<file path="src/rtl/hog_bus_pkg.sv">
// Shared definitions for the HOG ext_bus slave controller: address map,
// register field positions, descriptor meta-bit positions and FSM encoding.
package hog_bus_pkg;

  localparam int unsigned ADDR_DESC    = 0;
  localparam int unsigned ADDR_STATUS  = 1;
  localparam int unsigned ADDR_CTRL    = 2;
  localparam int unsigned ADDR_IRQ_CLR = 3;
  localparam int unsigned ADDR_PERF    = 4;

  localparam int unsigned CTRL_HOG_EN   = 0;
  localparam int unsigned CTRL_IRQ_EN   = 1;
  localparam int unsigned CTRL_SOFT_RST = 2;
  localparam int unsigned CTRL_THR_LSB  = 8;
  localparam int unsigned THR_WIDTH     = 8;

  localparam int unsigned STAT_EMPTY    = 16;
  localparam int unsigned STAT_OVF      = 17;
  localparam int unsigned STAT_IRQ      = 18;
  localparam int unsigned STAT_FCNT_LSB = 24;
  localparam int unsigned FCNT_WIDTH    = 8;

  localparam int unsigned IRQCLR_PEND = 0;
  localparam int unsigned IRQCLR_OVF  = 1;
  localparam int unsigned IRQCLR_PERF = 2;

  localparam int unsigned META_VALID = 127;
  localparam int unsigned META_LAST  = 126;
  localparam int unsigned META_OVF   = 125;

  localparam int unsigned PERF_CNT_WIDTH = 32;

  typedef enum logic [1:0] {
    ST_IDLE    = 2'd0,
    ST_ACK     = 2'd1,
    ST_RELEASE = 2'd2
  } state_e;

  // A zero threshold disables the level interrupt entirely.
  function automatic logic thr_hit(input logic [15:0] level, input logic [THR_WIDTH-1:0] thr);
    return (thr != 8'd0) && (level >= {8'd0, thr});
  endfunction

endpackage

</file>
<file path="src/rtl/hog_bus_irq_gen.sv">
// Interrupt/status source for hog_bus_ctrl: pending flag with threshold
// edge detect, sticky overflow flag, frame counter and registered irq.
module hog_bus_irq_gen
  import hog_bus_pkg::*;
#(
  parameter int LEVEL_WIDTH = 10
) (
  input  logic                   clk,
  input  logic                   rst,
  input  logic                   i_frame_done,
  input  logic                   i_overflow,
  input  logic [LEVEL_WIDTH-1:0] i_desc_level,
  input  logic [THR_WIDTH-1:0]   i_irq_thr,
  input  logic                   i_irq_en,
  input  logic                   i_clr_pending,
  input  logic                   i_clr_ovf,
  output logic                   o_irq,
  output logic                   o_irq_pending,
  output logic                   o_ovf_sticky,
  output logic [FCNT_WIDTH-1:0]  o_frame_cnt
);

  logic                  w_thr_hit;
  logic                  w_set_pending;
  logic                  r_thr_hit_d;
  logic                  r_irq_pending;
  logic                  r_ovf_sticky;
  logic                  r_irq;
  logic [FCNT_WIDTH-1:0] r_frame_cnt;

  assign w_thr_hit     = thr_hit(16'(i_desc_level), i_irq_thr);
  assign w_set_pending = i_frame_done | (w_thr_hit & ~r_thr_hit_d);

  // Flag state: a set in the same cycle as a clear always wins.
  always_ff @(posedge clk or posedge rst) begin
    if (rst) begin
      r_thr_hit_d   <= 1'b0;
      r_irq_pending <= 1'b0;
      r_ovf_sticky  <= 1'b0;
      r_frame_cnt   <= 8'd0;
      r_irq         <= 1'b0;
    end else begin
      r_thr_hit_d <= w_thr_hit;
      if (w_set_pending) begin
        r_irq_pending <= 1'b1;
      end else if (i_clr_pending) begin
        r_irq_pending <= 1'b0;
      end
      if (i_overflow) begin
        r_ovf_sticky <= 1'b1;
      end else if (i_clr_ovf) begin
        r_ovf_sticky <= 1'b0;
      end
      if (i_frame_done) begin
        r_frame_cnt <= r_frame_cnt + 8'd1;
      end
      r_irq <= r_irq_pending & i_irq_en;
    end
  end

  assign o_irq         = r_irq;
  assign o_irq_pending = r_irq_pending;
  assign o_ovf_sticky  = r_ovf_sticky;
  assign o_frame_cnt   = r_frame_cnt;

endmodule

</file>
<file path="src/rtl/hog_bus_ctrl.sv">
// Slave-side ext_bus controller between the HPS and the HOG descriptor FIFO.
// Optional PERF counters at address 4 are built when HOG_BUS_PERF_CNT_EN is defined.
module hog_bus_ctrl
  import hog_bus_pkg::*;
#(
  parameter int ADDR_WIDTH  = 5,
  parameter int BUS_WIDTH   = 128,
  parameter int BUS_BYTES   = BUS_WIDTH / 8,
  parameter int LEVEL_WIDTH = 10
) (
  input  logic                   clk,
  input  logic                   rst,
  input  logic [ADDR_WIDTH-1:0]  addr,
  input  logic                   bus_enable,
  input  logic                   r_wbar,
  input  logic [BUS_WIDTH-1:0]   write_data,
  input  logic [BUS_BYTES-1:0]   byte_enable,
  output logic                   ack,
  output logic [BUS_WIDTH-1:0]   read_data,
  output logic                   irq,
  input  logic [BUS_WIDTH-4:0]   desc_data,
  input  logic                   desc_last,
  input  logic                   desc_valid,
  output logic                   desc_ready,
  input  logic [LEVEL_WIDTH-1:0] desc_level,
  input  logic                   frame_done,
  input  logic                   overflow,
  output logic                   hog_enable,
  output logic                   hog_soft_rst
);

  state_e                r_state;
  state_e                w_next_state;
  logic                  w_start;
  logic                  w_rd;
  logic                  w_wr;
  logic                  w_sel_desc;
  logic                  w_sel_status;
  logic                  w_sel_ctrl;
  logic                  w_sel_clr;
  logic                  w_wr_ctrl;
  logic                  w_pop;
  logic                  w_clr_pending;
  logic                  w_clr_ovf;
  logic [BUS_WIDTH-1:0]  w_rd_data;
  logic                  r_ack;
  logic [BUS_WIDTH-1:0]  r_read_data;
  logic                  r_hog_enable;
  logic                  r_irq_en;
  logic                  r_hog_soft_rst;
  logic [THR_WIDTH-1:0]  r_irq_thr;
  logic                  w_irq;
  logic                  w_irq_pending;
  logic                  w_ovf_sticky;
  logic [FCNT_WIDTH-1:0] w_frame_cnt;
  logic                  w_unused;

  assign w_sel_desc    = (addr == ADDR_WIDTH'(ADDR_DESC));
  assign w_sel_status  = (addr == ADDR_WIDTH'(ADDR_STATUS));
  assign w_sel_ctrl    = (addr == ADDR_WIDTH'(ADDR_CTRL));
  assign w_sel_clr     = (addr == ADDR_WIDTH'(ADDR_IRQ_CLR));
  assign w_rd          = w_start & r_wbar;
  assign w_wr          = w_start & ~r_wbar;
  assign w_wr_ctrl     = w_wr & w_sel_ctrl;
  assign w_pop         = w_rd & w_sel_desc & desc_valid;
  assign w_clr_pending = w_wr & w_sel_clr & write_data[IRQCLR_PEND];
  assign w_clr_ovf     = w_wr & w_sel_clr & write_data[IRQCLR_OVF];
  assign w_unused      = ^{write_data[BUS_WIDTH-1:16], write_data[7:2], byte_enable[BUS_BYTES-1:2],
                           w_sel_status};

  // State register for the request/ack/release handshake.
  always_ff @(posedge clk or posedge rst) begin
    if (rst) begin
      r_state <= ST_IDLE;
    end else begin
      r_state <= w_next_state;
    end
  end

  // Next state; an access executes only on the IDLE cycle that sees bus_enable.
  always_comb begin
    w_next_state = r_state;
    w_start      = 1'b0;
    case (r_state)
      ST_IDLE: begin
        if (bus_enable && !rst) begin
          w_start      = 1'b1;
          w_next_state = ST_ACK;
        end else begin
          w_next_state = ST_IDLE;
        end
      end
      ST_ACK: begin
        w_next_state = ST_RELEASE;
      end
      ST_RELEASE: begin
        if (!bus_enable) begin
          w_next_state = ST_IDLE;
        end else begin
          w_next_state = ST_RELEASE;
        end
      end
      default: begin
        w_next_state = ST_IDLE;
      end
    endcase
  end

`ifdef HOG_BUS_PERF_CNT_EN
  logic [PERF_CNT_WIDTH-1:0] r_pop_cnt;
  logic [PERF_CNT_WIDTH-1:0] r_empty_cnt;
  logic                      w_clr_perf;
  logic                      w_empty_rd;

  assign w_clr_perf = w_wr & w_sel_clr & write_data[IRQCLR_PERF];
  assign w_empty_rd = w_rd & w_sel_desc & ~desc_valid;

  // Saturating pop / empty-read counters.
  always_ff @(posedge clk or posedge rst) begin
    if (rst) begin
      r_pop_cnt   <= 32'd0;
      r_empty_cnt <= 32'd0;
    end else if (w_clr_perf) begin
      r_pop_cnt   <= 32'd0;
      r_empty_cnt <= 32'd0;
    end else begin
      if (w_pop && (r_pop_cnt != 32'hFFFF_FFFF)) begin
        r_pop_cnt <= r_pop_cnt + 32'd1;
      end
      if (w_empty_rd && (r_empty_cnt != 32'hFFFF_FFFF)) begin
        r_empty_cnt <= r_empty_cnt + 32'd1;
      end
    end
  end
`endif

  // Read-data mux, evaluated on the request cycle.
  always_comb begin
    w_rd_data = '0;
    case (addr)
      ADDR_WIDTH'(ADDR_DESC): begin
        w_rd_data[META_VALID] = desc_valid;
        w_rd_data[META_LAST]  = desc_valid & desc_last;
        w_rd_data[META_OVF]   = w_ovf_sticky;
        if (desc_valid) begin
          w_rd_data[BUS_WIDTH-4:0] = desc_data;
        end else begin
          w_rd_data[BUS_WIDTH-4:0] = '0;
        end
      end
      ADDR_WIDTH'(ADDR_STATUS): begin
        w_rd_data[LEVEL_WIDTH-1:0]                 = desc_level;
        w_rd_data[STAT_EMPTY]                      = ~desc_valid;
        w_rd_data[STAT_OVF]                        = w_ovf_sticky;
        w_rd_data[STAT_IRQ]                        = w_irq_pending;
        w_rd_data[STAT_FCNT_LSB +: FCNT_WIDTH]     = w_frame_cnt;
      end
      ADDR_WIDTH'(ADDR_CTRL): begin
        w_rd_data[CTRL_HOG_EN]                 = r_hog_enable;
        w_rd_data[CTRL_IRQ_EN]                 = r_irq_en;
        w_rd_data[CTRL_THR_LSB +: THR_WIDTH]   = r_irq_thr;
      end
`ifdef HOG_BUS_PERF_CNT_EN
      ADDR_WIDTH'(ADDR_PERF): begin
        w_rd_data[31:0]  = r_pop_cnt;
        w_rd_data[63:32] = r_empty_cnt;
      end
`endif
      default: begin
        w_rd_data = '0;
      end
    endcase
  end

  // Bus response: ack and read data launch on the closing edge of the request cycle.
  always_ff @(posedge clk or posedge rst) begin
    if (rst) begin
      r_ack       <= 1'b0;
      r_read_data <= '0;
    end else begin
      r_ack <= w_start;
      if (w_start) begin
        r_read_data <= r_wbar ? w_rd_data : '0;
      end
    end
  end

  // CTRL register with per-byte write enables; soft_rst is a self-clearing pulse.
  always_ff @(posedge clk or posedge rst) begin
    if (rst) begin
      r_hog_enable   <= 1'b0;
      r_irq_en       <= 1'b0;
      r_irq_thr      <= 8'd0;
      r_hog_soft_rst <= 1'b0;
    end else begin
      r_hog_soft_rst <= w_wr_ctrl & byte_enable[0] & write_data[CTRL_SOFT_RST];
      if (w_wr_ctrl && byte_enable[0]) begin
        r_hog_enable <= write_data[CTRL_HOG_EN];
        r_irq_en     <= write_data[CTRL_IRQ_EN];
      end
      if (w_wr_ctrl && byte_enable[1]) begin
        r_irq_thr <= write_data[CTRL_THR_LSB +: THR_WIDTH];
      end
    end
  end

  hog_bus_irq_gen #(
    .LEVEL_WIDTH (LEVEL_WIDTH)
  ) u_irq_gen (
    .clk           (clk),
    .rst           (rst),
    .i_frame_done  (frame_done),
    .i_overflow    (overflow),
    .i_desc_level  (desc_level),
    .i_irq_thr     (r_irq_thr),
    .i_irq_en      (r_irq_en),
    .i_clr_pending (w_clr_pending),
    .i_clr_ovf     (w_clr_ovf),
    .o_irq         (w_irq),
    .o_irq_pending (w_irq_pending),
    .o_ovf_sticky  (w_ovf_sticky),
    .o_frame_cnt   (w_frame_cnt)
  );

  assign ack          = r_ack;
  assign read_data    = r_read_data;
  assign irq          = w_irq;
  assign desc_ready   = w_pop;
  assign hog_enable   = r_hog_enable;
  assign hog_soft_rst = r_hog_soft_rst;

endmodule

</file>
<file path="config.mk">
export PLATFORM = sky130hd
export DESIGN_NAME = hog_bus_ctrl
export DESIGN_NICKNAME = d
export VERILOG_FILES = /design/src/rtl/hog_bus_pkg.sv /design/src/rtl/hog_bus_irq_gen.sv /design/src/rtl/hog_bus_ctrl.sv
export SDC_FILE = /design/constraint.sdc
export NUM_CORES = 1
export LEC_CHECK = 0
export BUFFER_PORTS_ARGS = -buffer_cell sky130_fd_sc_hd__buf_2
export CORE_AREA = 2 2 166 168
export DETAILED_ROUTE_END_ITERATION = 10
export DIE_AREA = 0 0 168 170
export GPL_TIMING_DRIVEN = 0
export PLACE_DENSITY = 0.45
export SLEW_MARGIN = 15
export SYNTH_ARGS = -nofsm -noshare
export SYNTH_HDL_FRONTEND = slang
export SYNTH_SLANG_ARGS = --single-unit
</file>
<file path="constraint.sdc">
create_clock -name clk -period 4.9 [get_ports clk]
set_input_delay 0.245 -clock clk [delete_from_list [all_inputs] [get_ports clk]]
set_output_delay 0.245 -clock clk [all_outputs]
set_load 0.005 [all_outputs]
</file>
==> results of run 1 <==
logic make-up after synthesis:
family,count (synthesis),share of synthesized area
adder cells (fa/ha/maj),9,0.01854
multiplexers,11,0.02040
flip-flops,154,0.6345
AO/OA/AOI/OAI,165,0.2145
XOR/XNOR,7,0.01009
buffers and inverters,48,0.04347
AND/OR/NAND/NOR,67,0.05851
metrics by stage:
step | setup TNS, ps | worst slack (ps) | power, W | instance area [sq um] | std cells
final | 0 | 2360 | 0.002980 | 8621 | 1130
after global routing | 0 | 2206 | 0.003130 | 8618 | 1129
after CTS | 0 | 2326 | 0.003030 | 8618 | 1129
after detailed placement | 0 | 2658 | 0.001620 | 7996 | 1095
after global placement | -278880 | -1821 | 0.001618 | 7961 | 1094
after floorplan | 0 | 505.2 | 0.001486 | 6073 | 461
flip-flops by register name, indices dropped and copies added (netlist names):
signal and cells:
r_state 2, r_irq_thr 8, read_data 128, u_irq_gen.o_frame_cnt 8
u_irq_gen.o_ovf_sticky 1, u_irq_gen.o_irq_pending 1, hog_enable 1, u_irq_gen.o_irq 1
ack 1, u_irq_gen.r_thr_hit_d 1, hog_soft_rst 1, r_irq_en 1
routing by layer:
metal / vias up / track usage / share of wire
met5: - / 0 / 0.00064
met2: 208 / 0.2314 / 0.47
met3: 12 / 0.04814 / 0.083
met1: 2482 / 0.1819 / 0.43
met4: 2 / 0.03894 / 0.0096
li1: 2380 / - / -
Yosys cell counts (2+ instances only):
library cell    n
a21o_1          2
a21oi_1         4
a221o_1         2
a222oi_1        4
a22o_1         99
a22oi_1        22
a31o_2          2
and3_1          2
and3b_1         3
buf_2           8
buf_6           9
clkbuf_1       17
dfrtp_1       154
ha_1            9
inv_1          12
mux2_2         11
nand2_1        34
nand3_1         3
nand4_1         7
nand4b_1        2
nor2_1          4
nor4_1          3
o21ai_0        28
xnor2_1         4
xor2_1          3
power breakdown:
part / switching (W) / total (W) / internal (W)
sequential: 0.0000452 / 0.00136 / 0.00131
clock: 0.000574 / 0.00139 / 0.000812
combinational: 0.000131 / 0.000236 / 0.000105
total: 0.000750 / 0.00298 / 0.00223
what timing repair did:
action | CTS | global route
hold endpoints to repair | 72 | 0
hold buffers | 2 | 0
resized for setup | 0 | 0
how the worst max path moves through the flow:
stage,end,slack (ps)
2_1_floorplan,ack$_DFF_PP0_,510
3_3_place_gp,read_data[45]$_DFFE_PP0P_,-1820
3_5_place_dp,read_data[13]$_DFFE_PP0P_,2660
4_1_cts,desc_ready,2330
5_1_grt,desc_ready,2210
6_report,desc_ready,2360
layout make-up:
type	count	area, sq um	area share
Sequential cell	154	3854	0.4470
Multi-Input combinational cell	259	1956	0.2269
Timing Repair Buffer	295	1509	0.1750
Clock buffer	20	436.7	0.05065
Tap cell	341	426.7	0.04949
Buffer	35	210.2	0.02438
Clock inverter	12	165.2	0.01916
Inverter	13	61.31	0.007112
Antenna cell	1	2.502	0.0002903
==> out/qor.csv, run 1 <==
stage;metric;value;unit
status;status;finished clean;
timing;Worst Skew;11.24;ps
logic_synthesis;Top FF cell, synth;dfrtp_1;
worst_setup_path;WP data arrival;2300;ps
timing;endpoints failing setup;0;
timing;unrepaired setup endpoints after global routing;false;
logic_synthesis;Post-synth EDFFs;0;
detailed_routing;DRT Pass-1 Iters;4;
logic_synthesis;Avg Cell Area, Syn;13.17;sq um
die;initial core utilization;0.2279;
worst_setup_path;CP Capture Type;primary output;
worst_hold_path;worst hold start;desc_data[47];
worst_setup_path;CP max-delay cell;dlygate4sd3_1;
worst_setup_path;reg-to-reg endpoint;read_data[62]$_DFFE_PP0P_;
global_routing;vias in the first global route;5245;
global_routing;GR Util All Layers;0.1426;
clock_tree;CTS Buf Count;17;
final_layout;nets;1076;
detailed_routing;Starting DRT DRC Count;277;
worst_setup_path;CP delay by family, top;buffers and inverters;
final_layout;commonest non-fill, non-tap cells in the layout;300 x buf_2, 154 x dfrtp_1, 99 x a22o_1, 34 x nand2_1, 28 x o21ai_0;
clock_tree;Longest Clk Path Bufs;2;
logic_synthesis;Area contributors post-synth;dfrtp_1 63%, a22o_1 14%, a22oi_1 2.7%, o21ai_0 2.3%, nand2_1 2.1%;
timing;WHS;38.79;ps
die;die extent in y;170;um
worst_hold_path;worst hold endpoint;read_data[47]$_DFFE_PP0P_;
clock_tree;CTS root buf;clkbuf_16;
logic_synthesis;synthesized area;6073;sq um
die;placeable core area;26650;sq um
global_routing;global-route wire length before repair;31240;um
final_layout;number of fill cells in the layout;2798;
die;# rows;60;
worst_setup_path;FF-to-FF setup slack;2730;ps
worst_hold_path;HP Class;in2reg;
timing;Worst Tran Pin Value;813.0;ps
worst_setup_path;WP depth;8;
detailed_routing;antenna-violating nets left;0;
power_and_ir_drop;Pwr per Cell Area;345.6;nW/um^2
logic_synthesis;dominant cell type by area after synthesis;dfrtp_1;
place;GP Congestion;0.7809;
worst_setup_path;critical path class;in2out;
place;port buffer count;292;
global_routing;global route overflow;0;
timing;fmax;393.7;MHz
job;Max-Cap Viols;0;
clock_tree;clk_lat worst skew;420;ps
clock_tree;clk slew on worst S/H paths;70;ps
global_routing;largest net degree at the start of global routing;84;
global_routing;antenna violations before repair;2;
logic_synthesis;Yosys reg bits;154;
logic_synthesis;Yosys cell types;38;
worst_setup_path;Top cell by count, worst path;buf_2;
final_layout;most common cell after layout, fill and taps aside;buf_2;
final_layout;share of layout cells above drive strength 1;0.4530;
power_and_ir_drop;Leak;4.615;nW
worst_setup_path;R2R depth;5;
final_layout;area grow syn2layout;41.94;%
clock_tree;CTS HTree Levels;4;
logic_synthesis;Synth top area share;0.6345;
logic_synthesis;Synth async-reset ratio;1.000;
power_and_ir_drop;Peak supply drop;0.1753;mV
timing;max-slew violations;0;
die;die area;28560;sq um
timing;Tmin final;2540;ps
worst_setup_path;max incr delay on CP;540;ps
detailed_routing;routed len/inst;18.06;um
worst_setup_path;CP required;4660;ps
timing;Final period util;0.5184;
detailed_routing;vias per inst;4.499;
clock_tree;CTS tree;done;
detailed_routing;DR DRC count;0;
worst_setup_path;worst-path maximum fanout;10;
logic_synthesis;Synth Warn #;0;
worst_setup_path;R2R Path Start;r_state[1]$_DFF_PP0_;
worst_hold_path;Hold Path Stages;2;
detailed_routing;DRT Wirelength;20410;um
timing;max_slew headroom;0.4580;
clock_tree;postcts setup bufs;0;
final_layout;Finished Core Util;0.3235;
logic_synthesis;cells after synthesis;461;
logic_synthesis;Syn Nets;762;
die;Die X-Extent;168;um
worst_setup_path;crit path buf inv count;6;
place;post-DP HPWL;14970;um
worst_setup_path;origin of the worst setup path;rst;
worst_setup_path;Worst Setup Start Kind;input pin;
clock_tree;clk sink count;154;
worst_setup_path;Cell Chain, Critical Path;dlygate4sd3_1, buf_2, or4b_1, buf_2, clkinv_4, and3_1, buf_2, buf_2;
detailed_routing;DR vias;5084;
timing;Final Hold Viols;0;
die;Boundary Pins;425;
logic_synthesis;Seq/Total Area, Yosys;0.6345;
Note: power is estimated with default switching activity, not from simulation.
==> run 2: changes to the inputs <==
- PLACE_DENSITY: 0.45 -> 0.47
- clock period: 4.9 -> 2.2 ns (I/O delays scaled with it)
==> run 2 against run 1 <==
- die area unchanged
- critical path depth down 3
- design area up 16%
- critical endpoint unchanged
- largest cell class unchanged
==> out/qor.csv, run 2 (synthesis gave the netlist of run 1 again) <==
stage;metric;value;unit;change
worst_setup_path;Top cell by count, worst path;buf_6;;
power_and_ir_drop;internal power;0.004853;W;+120%
status;status;finished clean;;
timing;Final period util;0.9589;;
power_and_ir_drop;Peak supply drop;0.4289;mV;+140%
detailed_routing;routed len/inst;17.36;um;-3.9%
timing;setup ws final;90.33;ps;-2269 ps
worst_setup_path;CP delay by family, top;simple AND/OR/NAND/NOR gates;;
clock_tree;clk slew on worst S/H paths;70;ps;about the same
clock_tree;clk_lat worst skew;420;ps;about the same
power_and_ir_drop;Clock Power Share;0.435;;-0.030
worst_setup_path;FF-to-FF setup slack;90;ps;-2640 ps
worst_hold_path;Hold Path Stages;3;;+1
timing;Final Hold Viols;0;;unchanged
global_routing;largest net degree at the start of global routing;29;;-65%
final_layout;Finished Cell Area;10020;sq um;+16%
die;# rows;60;;unchanged
detailed_routing;DRT Wirelength;21980;um;+7.7%
worst_setup_path;critical path class;reg2out;;
power_and_ir_drop;switching share of power;0.2709;;+0.01929
place;GP Congestion;0.7382;;-5.5%
die;placeable core area;26650;sq um;unchanged
place;port buffer count;292;;unchanged
global_routing;global-route wire length before repair;33880;um;+8.5%
die;Die X-Extent;168;um;unchanged
job;Max-Cap Viols;0;;unchanged
detailed_routing;DR DRC count;0;;unchanged
detailed_routing;DR vias;5656;;+11%
clock_tree;clk sink count;154;;unchanged
global_routing;antenna violations before repair;1;;-1
worst_setup_path;max incr delay on CP;530;ps;about the same
final_layout;max FFs per register;128;;unchanged
detailed_routing;DRT Pass-1 Iters;5;;+1
worst_setup_path;crit path buf inv count;3;;-3
timing;max_slew headroom;0.5156;;+0.05759
worst_setup_path;WP data arrival;2000;ps;-300 ps
detailed_routing;antenna-violating nets left;0;;unchanged
timing;max-slew violations;0;;unchanged
timing;Worst Skew;10.63;ps;-0.6117 ps
worst_setup_path;R2R depth;6;;+1
global_routing;vias in the first global route;5779;;+10%
power_and_ir_drop;NetSw;0.001804;W;+140%
detailed_routing;vias per inst;4.468;;-0.70%
die;Boundary Pins;425;;unchanged
final_layout;nets;1212;;+13%
place;Setup Slack @ Placement;-54.28;ps;-2712 ps
clock_tree;CTS root buf;clkbuf_16;;
worst_setup_path;CP required;2090;ps;-2570 ps
place;Inst Count DP;1100;;+0.46%
place;post-DP HPWL;15610;um;+4.3%
detailed_routing;Starting DRT DRC Count;220;;-21%
worst_setup_path;CP Capture Type;primary output;;
clock_tree;CTS Buf Count;17;;unchanged
global_routing;GR Util All Layers;0.1529;;+0.01029
die;die area;28560;sq um;unchanged
worst_hold_path;worst hold endpoint;read_data[13]$_DFFE_PP0P_;;
power_and_ir_drop;Leak;5.198;nW;+13%
worst_hold_path;worst hold start;desc_data[13];;
final_layout;most common cell after layout, fill and taps aside;buf_2;;
final_layout;Finished Core Util;0.3761;;+0.05263
clock_tree;CTS HTree Levels;4;;unchanged
worst_setup_path;reg-to-reg endpoint;u_irq_gen.o_ovf_sticky$_DFFE_PP0P_;;
final_layout;number of fill cells in the layout;2646;;-5.4%
clock_tree;CTS tree;done;;
final_layout;area grow syn2layout;65.04;%;
final_layout;share of layout cells above drive strength 1;0.4015;;-0.05153
die;initial core utilization;0.2279;;unchanged
power_and_ir_drop;combinational power share;0.111;;+0.032
global_routing;global route overflow;0;;unchanged
power_and_ir_drop;Pwr per Cell Area;664.1;nW/um^2;+92%
timing;fmax;474.0;MHz;
worst_setup_path;R2R Path Start;r_state[1]$_DFF_PP0_;;
worst_setup_path;worst-path maximum fanout;12;;+2
die;die extent in y;170;um;unchanged
worst_hold_path;HP Class;in2reg;;
power_and_ir_drop;sequential share of power;0.454;;-0.002
worst_setup_path;CP max-delay cell;or4b_4;;
timing;Tmin final;2110;ps;
timing;Worst Tran Pin Value;726.6;ps;-86.38 ps
clock_tree;Longest Clk Path Bufs;2;;unchanged
power_and_ir_drop;total power;0.006657;W;+120%
place;Placed Area;8100;sq um;+1.3%
timing;unrepaired setup endpoints after global routing;false;;
final_layout;Cell Count, Final, Fillers Out;1266;;+12%
final_layout;commonest non-fill, non-tap cells in the layout;297 x buf_2, 154 x dfrtp_1, 132 x dlygate4sd3_1, 99 x a22o_1, 34 x nand2_1;;
worst_setup_path;Worst Setup Start Kind;flop;;
timing;endpoints failing setup;0;;unchanged
worst_setup_path;Cell Chain, Critical Path;or4b_4, buf_6, clkinv_4, and3_4, buf_6;;
## run 2: changes by cell type in the layout (fill, tap and decap cells not counted), sizes merged
cell         before  now
buf             310  316
dlygate4sd3       2  132
clkinv            3    2
clkbuf           38   36
inv              16   20
clkinvlp          3    5
bufinv            3    0
## run 2: per-stage QoR
stage,setup TNS [ps],hold WS (ps)
after CTS,0,0.5040
after floorplan,0,197.1
after detailed placement,-833.3,188.4
after global placement,-170180,289.6
after global routing,0,37.16
final,0,24.02
## run 2: power by group through the flow
| stage | registers (W) | clock network (W) | logic (W) |
|---|---|---|---|
| CTS | 0.00302 | 0.00301 | 0.000747 |
| floorplan | 0.00305 | 0 | 0.000258 |
| detailed placement | 0.00307 | 0 | 0.000555 |
| finish | 0.00302 | 0.00290 | 0.000739 |
| global route | 0.00304 | 0.00312 | 0.000821 |
| global placement | 0.00307 | 0 | 0.000521 |
## run 2: final cells by class
class / count / area (sq um) / share of cell area
Inverter: 13 / 57.56 / 0.005742
Clock buffer: 18 / 439.2 / 0.04381
Antenna cell: 1 / 2.502 / 0.0002497
Timing Repair Buffer: 432 / 2939 / 0.2932
Multi-Input combinational cell: 259 / 1964 / 0.1960
Tap cell: 341 / 426.7 / 0.04257
Clock inverter: 14 / 125.1 / 0.01248
Buffer: 34 / 215.2 / 0.02147
Sequential cell: 154 / 3854 / 0.3845
## run 2: worst max-delay path by stage
stage | startpoint | end | cells after the start
after detailed placement | r_state[1]$_DFF_PP0_ | read_data[37]$_DFFE_PP0P_ | 5
final | r_state[1]$_DFF_PP0_ | desc_ready | 5
after floorplan | rst | ack$_DFF_PP0_ | 1
after global routing | r_state[1]$_DFF_PP0_ | desc_ready | 5
after global placement | rst | read_data[28]$_DFFE_PP0P_ | 2
after CTS | r_state[1]$_DFF_PP0_ | desc_ready | 6
## run 2: tightest hold or removal path, stage by stage
cell     delay [ps]
buf_2            90
a22oi_1          80
o21ai_0         130
## run 2: per-layer routing
| layer | global-route usage | up-vias | wire (um) |
|---|---|---|---|
| met5 | 0 | - | 0 |
| met4 | 0.04650 | 0 | 318 |
| met3 | 0.03674 | 24 | 1327 |
| met2 | 0.2553 | 219 | 10540 |
| met1 | 0.1967 | 2766 | 9801 |
| li1 | - | 2647 | - |
## run 2: what timing repair did
action,in CTS,in global routing
setup endpoints to repair,41,9
endpoints found under the hold margin,148,0
hold buffers,132,0
cloned,0,0
pin swaps,0,0
gates resized for setup,9,2
buffers inserted,0,2
==> run 3: changes to the inputs <==
- ABC_AREA: default -> 1
- CORE_AREA: 2 2 166 168 -> 2 2 163 165
- DIE_AREA: 0 0 168 170 -> 0 0 165 167
- PLACE_DENSITY: 0.47 -> 0.6
==> run 3 against run 2 <==
- sequential cell count is the same
- count of clock-buffer cells in the layout increased by 1
- register-to-register slack better by 180 ps
- non-clock buffer count decreased by 20
- largest power group unchanged
==> out/qor.csv, run 3 <==
stage;metric;value;unit;change
final_layout;area grow syn2layout;55.96;%;
logic_synthesis;Synth async-reset ratio;1.000;;unchanged
timing;unrepaired setup endpoints after global routing;false;;
global_routing;global route overflow;0;;unchanged
final_layout;number of fill cells in the layout;2561;;-3.2%
die;Boundary Pins;425;;unchanged
clock_tree;CTS Buf Count;17;;unchanged
timing;endpoints failing setup;0;;unchanged
global_routing;GR Util All Layers;0.1593;;+0.006390
final_layout;Cell Count, Final, Fillers Out;1572;;+24%
place;Placed Area;8622;sq um;+6.4%
worst_hold_path;HP Class;in2reg;;
worst_setup_path;FF-to-FF setup slack;270;ps;+180 ps
place;port buffer count;291;;-0.34%
logic_synthesis;Yosys reg bits;154;;unchanged
worst_setup_path;CP Capture Type;primary output;;
detailed_routing;DRT Wirelength;22080;um;+0.45%
worst_setup_path;origin of the worst setup path;r_state[1]$_DFF_PP0_;;
clock_tree;CTS HTree Levels;4;;unchanged
logic_synthesis;synth cell count leaders;435 x nand2_1, 154 x dfrtp_1, 43 x inv_1;;
logic_synthesis;cells after synthesis;792;;+72%
logic_synthesis;Seq/Total Area, Yosys;0.5801;;-0.05438
place;Setup Slack @ Placement;350.6;ps;+404.9 ps
logic_synthesis;largest family of logic cells by synthesized area;simple AND/OR/NAND/NOR gates;;
worst_setup_path;crit path buf inv count;2;;-1
worst_setup_path;CP delay by family, top;simple AND/OR/NAND/NOR gates;;
logic_synthesis;mux cell area share after synthesis;0;;-0.02040
worst_setup_path;CP required;2090;ps;about the same
place;post-DP HPWL;16080;um;+3.0%
worst_setup_path;CP max-delay cell;dfrtp_1;;
worst_setup_path;max incr delay on CP;380;ps;-150 ps
logic_synthesis;compound-cell area share of the yosys netlist;0.02957;;-0.1849
final_layout;nets;1524;;+26%
logic_synthesis;Area contributors post-synth;dfrtp_1 58%, nand2_1 25%, nand3_1 2.9%, inv_1 2.4%, buf_6 1.7%;;
worst_setup_path;R2R depth;9;;+3
timing;Final Hold Viols;0;;unchanged
final_layout;Finished Cell Area;10360;sq um;+3.4%
logic_synthesis;Synth top area share;0.5801;;-0.05438
logic_synthesis;simple logic cell fraction of the synthesized area;0.3063;;+0.2478
detailed_routing;DR DRC count;0;;unchanged
logic_synthesis;Post-synth EDFFs;0;;unchanged
logic_synthesis;Syn Nets;1093;;+43%
worst_setup_path;reg-to-reg endpoint;read_data[113]$_DFFE_PP0P_;;
final_layout;commonest non-fill, non-tap cells in the layout;435 x nand2_1, 297 x buf_2, 154 x dfrtp_1, 117 x dlygate4sd3_1, 42 x inv_1;;
worst_setup_path;WP data arrival;1860;ps;-140 ps
timing;WHS;24.94;ps;+0.9214 ps
final_layout;max FFs per register;128;;unchanged
clock_tree;Longest Clk Path Bufs;2;;unchanged
worst_setup_path;Worst Setup Start Kind;flop;;
die;die area;27560;sq um;-3.5%
global_routing;vias in the first global route;6629;;+15%
logic_synthesis;dominant cell type by area after synthesis;dfrtp_1;;
timing;Tmin final;1974;ps;-135.8 ps
logic_synthesis;Avg Cell Area, Syn;8.387;sq um;-36%
worst_setup_path;Cell Chain, Critical Path;nor2_1, nand2_2, nor2_4, nand3_2, inv_2, buf_2;;
logic_synthesis;Synth Area in XOR/XNOR;0.007911;;-0.002184
logic_synthesis;most used standard cell by instance count after synthesis;nand2_1;;
worst_setup_path;WP depth;6;;+1
power_and_ir_drop;Pwr per Cell Area;652.5;nW/um^2;-1.8%
worst_setup_path;critical path class;reg2out;;
final_layout;share of layout cells above drive strength 1;0.2937;;-0.1078
power_and_ir_drop;Leak;6.113;nW;+18%
timing;final setup TNS;0;ps;unchanged
die;# rows;59;;-1.7%
global_routing;global-route wire length before repair;34200;um;+0.94%
logic_synthesis;synthesized area;6643;sq um;+9.4%
detailed_routing;DRT Pass-1 Iters;4;;-1
final_layout;Multi-input gate area;2396;sq um;+22%
clock_tree;CTS root buf;clkbuf_16;;
worst_setup_path;R2R Path Start;r_state[1]$_DFF_PP0_;;
place;GP Congestion;0.8683;;+18%
clock_tree;CTS tree;done;;
clock_tree;clk slew on worst S/H paths;70;ps;about the same
job;Max-Cap Viols;0;;unchanged
final_layout;most common cell after layout, fill and taps aside;nand2_1;;
logic_synthesis;Synth Area in Adders;0.01695;;-0.001589
die;initial core utilization;0.2578;;+0.02994
detailed_routing;antenna-violating nets left;0;;unchanged
timing;setup ws final;226.1;ps;+135.8 ps
clock_tree;clk sink count;154;;unchanged
clock_tree;clk_lat worst skew;420;ps;about the same
timing;fmax;506.6;MHz;+6.9%
detailed_routing;routed len/inst;14.05;um;-19%
global_routing;largest net degree at the start of global routing;34;;+17%
logic_synthesis;Top FF cell, synth;dfrtp_1;;
timing;max_slew headroom;0.6366;;+0.1210
final_layout;Register Area;3854;sq um;unchanged
detailed_routing;Starting DRT DRC Count;357;;+62%
logic_synthesis;Yosys cell types;31;;-18%
logic_synthesis;Synth Warn #;0;;unchanged
die;Die X-Extent;165;um;-1.8%
worst_setup_path;worst-path maximum fanout;11;;-1
worst_setup_path;crit path to;desc_ready;;
timing;max-slew violations;0;;unchanged
detailed_routing;vias per inst;4.190;;-6.2%
die;placeable core area;25760;sq um;-3.3%
timing;Worst Tran Pin Value;545.1;ps;-181.4 ps
status;status;finished clean;;
detailed_routing;DR vias;6586;;+16%
global_routing;antenna violations before repair;1;;unchanged
die;die extent in y;167;um;-1.8%
timing;Worst Skew;7.558;ps;-3.074 ps
power_and_ir_drop;Peak supply drop;0.3735;mV;-13%
timing;Final period util;0.8972;;-0.06172
place;Inst Count DP;1423;;+29%
[run 3: cell types whose count changed in the layout (fill, tap and decap cells not counted), moves of 11 or more]
cell,previous run,this run
a22o_1,99,0
a22oi_1,22,1
dlygate4sd3_1,132,117
inv_1,11,42
mux2_2,11,0
nand2_1,34,435
nand3_1,3,39
nor2_1,4,19
o21ai_0,28,16
[run 3: through the flow]
stage / util / power, W
after global routing: 0.4021 / 0.007126
final: 0.4021 / 0.006759
after floorplan: - / 0.003429
after CTS: 0.4020 / 0.006888
after detailed placement: 0.3347 / 0.003786
after global placement: 0.3308 / 0.003755
[run 3: worst min path at each step]
| stage | start | to | slack, ps | cells past startpoint |
|---|---|---|---|---|
| global placement | overflow | u_irq_gen.o_ovf_sticky$_DFFE_PP0P_ | 290 | 2 |
| detailed placement | rst | r_state[1]$_DFF_PP0_ | 90 | 2 |
| CTS | desc_data[28] | read_data[28]$_DFFE_PP0P_ | 2 | 5 |
| global route | desc_data[28] | read_data[28]$_DFFE_PP0P_ | 30 | 5 |
| finish | desc_data[28] | read_data[28]$_DFFE_PP0P_ | 20 | 5 |
| floorplan | overflow | u_irq_gen.o_ovf_sticky$_DFFE_PP0P_ | 200 | 1 |
[run 3: routing by layer]
metal / wire length [um] / part of all wire / track usage
met5: 0 / 0 / 0
met3: 1502 / 0.068 / 0.04533
met4: 306 / 0.014 / 0.04234
met1: 9632 / 0.44 / 0.1921
met2: 10640 / 0.48 / 0.2764
[run 3: logic make-up (layout without fill, tap and decap cells)]
family                   Yosys count  in the layout
adder cells (fa/ha/maj)            9              9
AO/OA/AOI/OAI                     34             34
flip-flops                       154            154
AND/OR/NAND/NOR                  508            508
XOR/XNOR                           6              6
other                              0              1
buffers and inverters             81            525
[run 3: cell type report]
type                       instances  area share
tap                              335     0.04046
clock inverter                    13     0.01316
multi-input combinational        557      0.2313
antenna                            1   0.0002415
inverter                          47     0.01739
sequential                       154      0.3720
buffer                            33     0.02041
clock buffer                      19     0.04179
timing repair buffer             413      0.2633
[run 3: worst register-to-register path, cell delays in order, from the launching register on]
cell	delay, ps
dfrtp_1	380
nor2_1	160
nand2_2	180
nor2_4	200
nand3_2	140
inv_2	230
buf_6	250
buf_6	190
nand2_1	80
nand2_1	60
[run 3: timing repair]
action	4_1_cts	5_1_grt
hold buffers	117	0
endpoints found under the hold margin	179	0
endpoints found under the setup margin	1	0
setup buffers	0	0
resized for setup	0	0
[run 3: report_power, final]
| part | internal [W] | switching [W] | total, W |
|---|---|---|---|
| logic | 0.000394 | 0.000463 | 0.000857 |
| registers | 0.00294 | 0.0000827 | 0.00303 |
| clock network | 0.00159 | 0.00129 | 0.00288 |
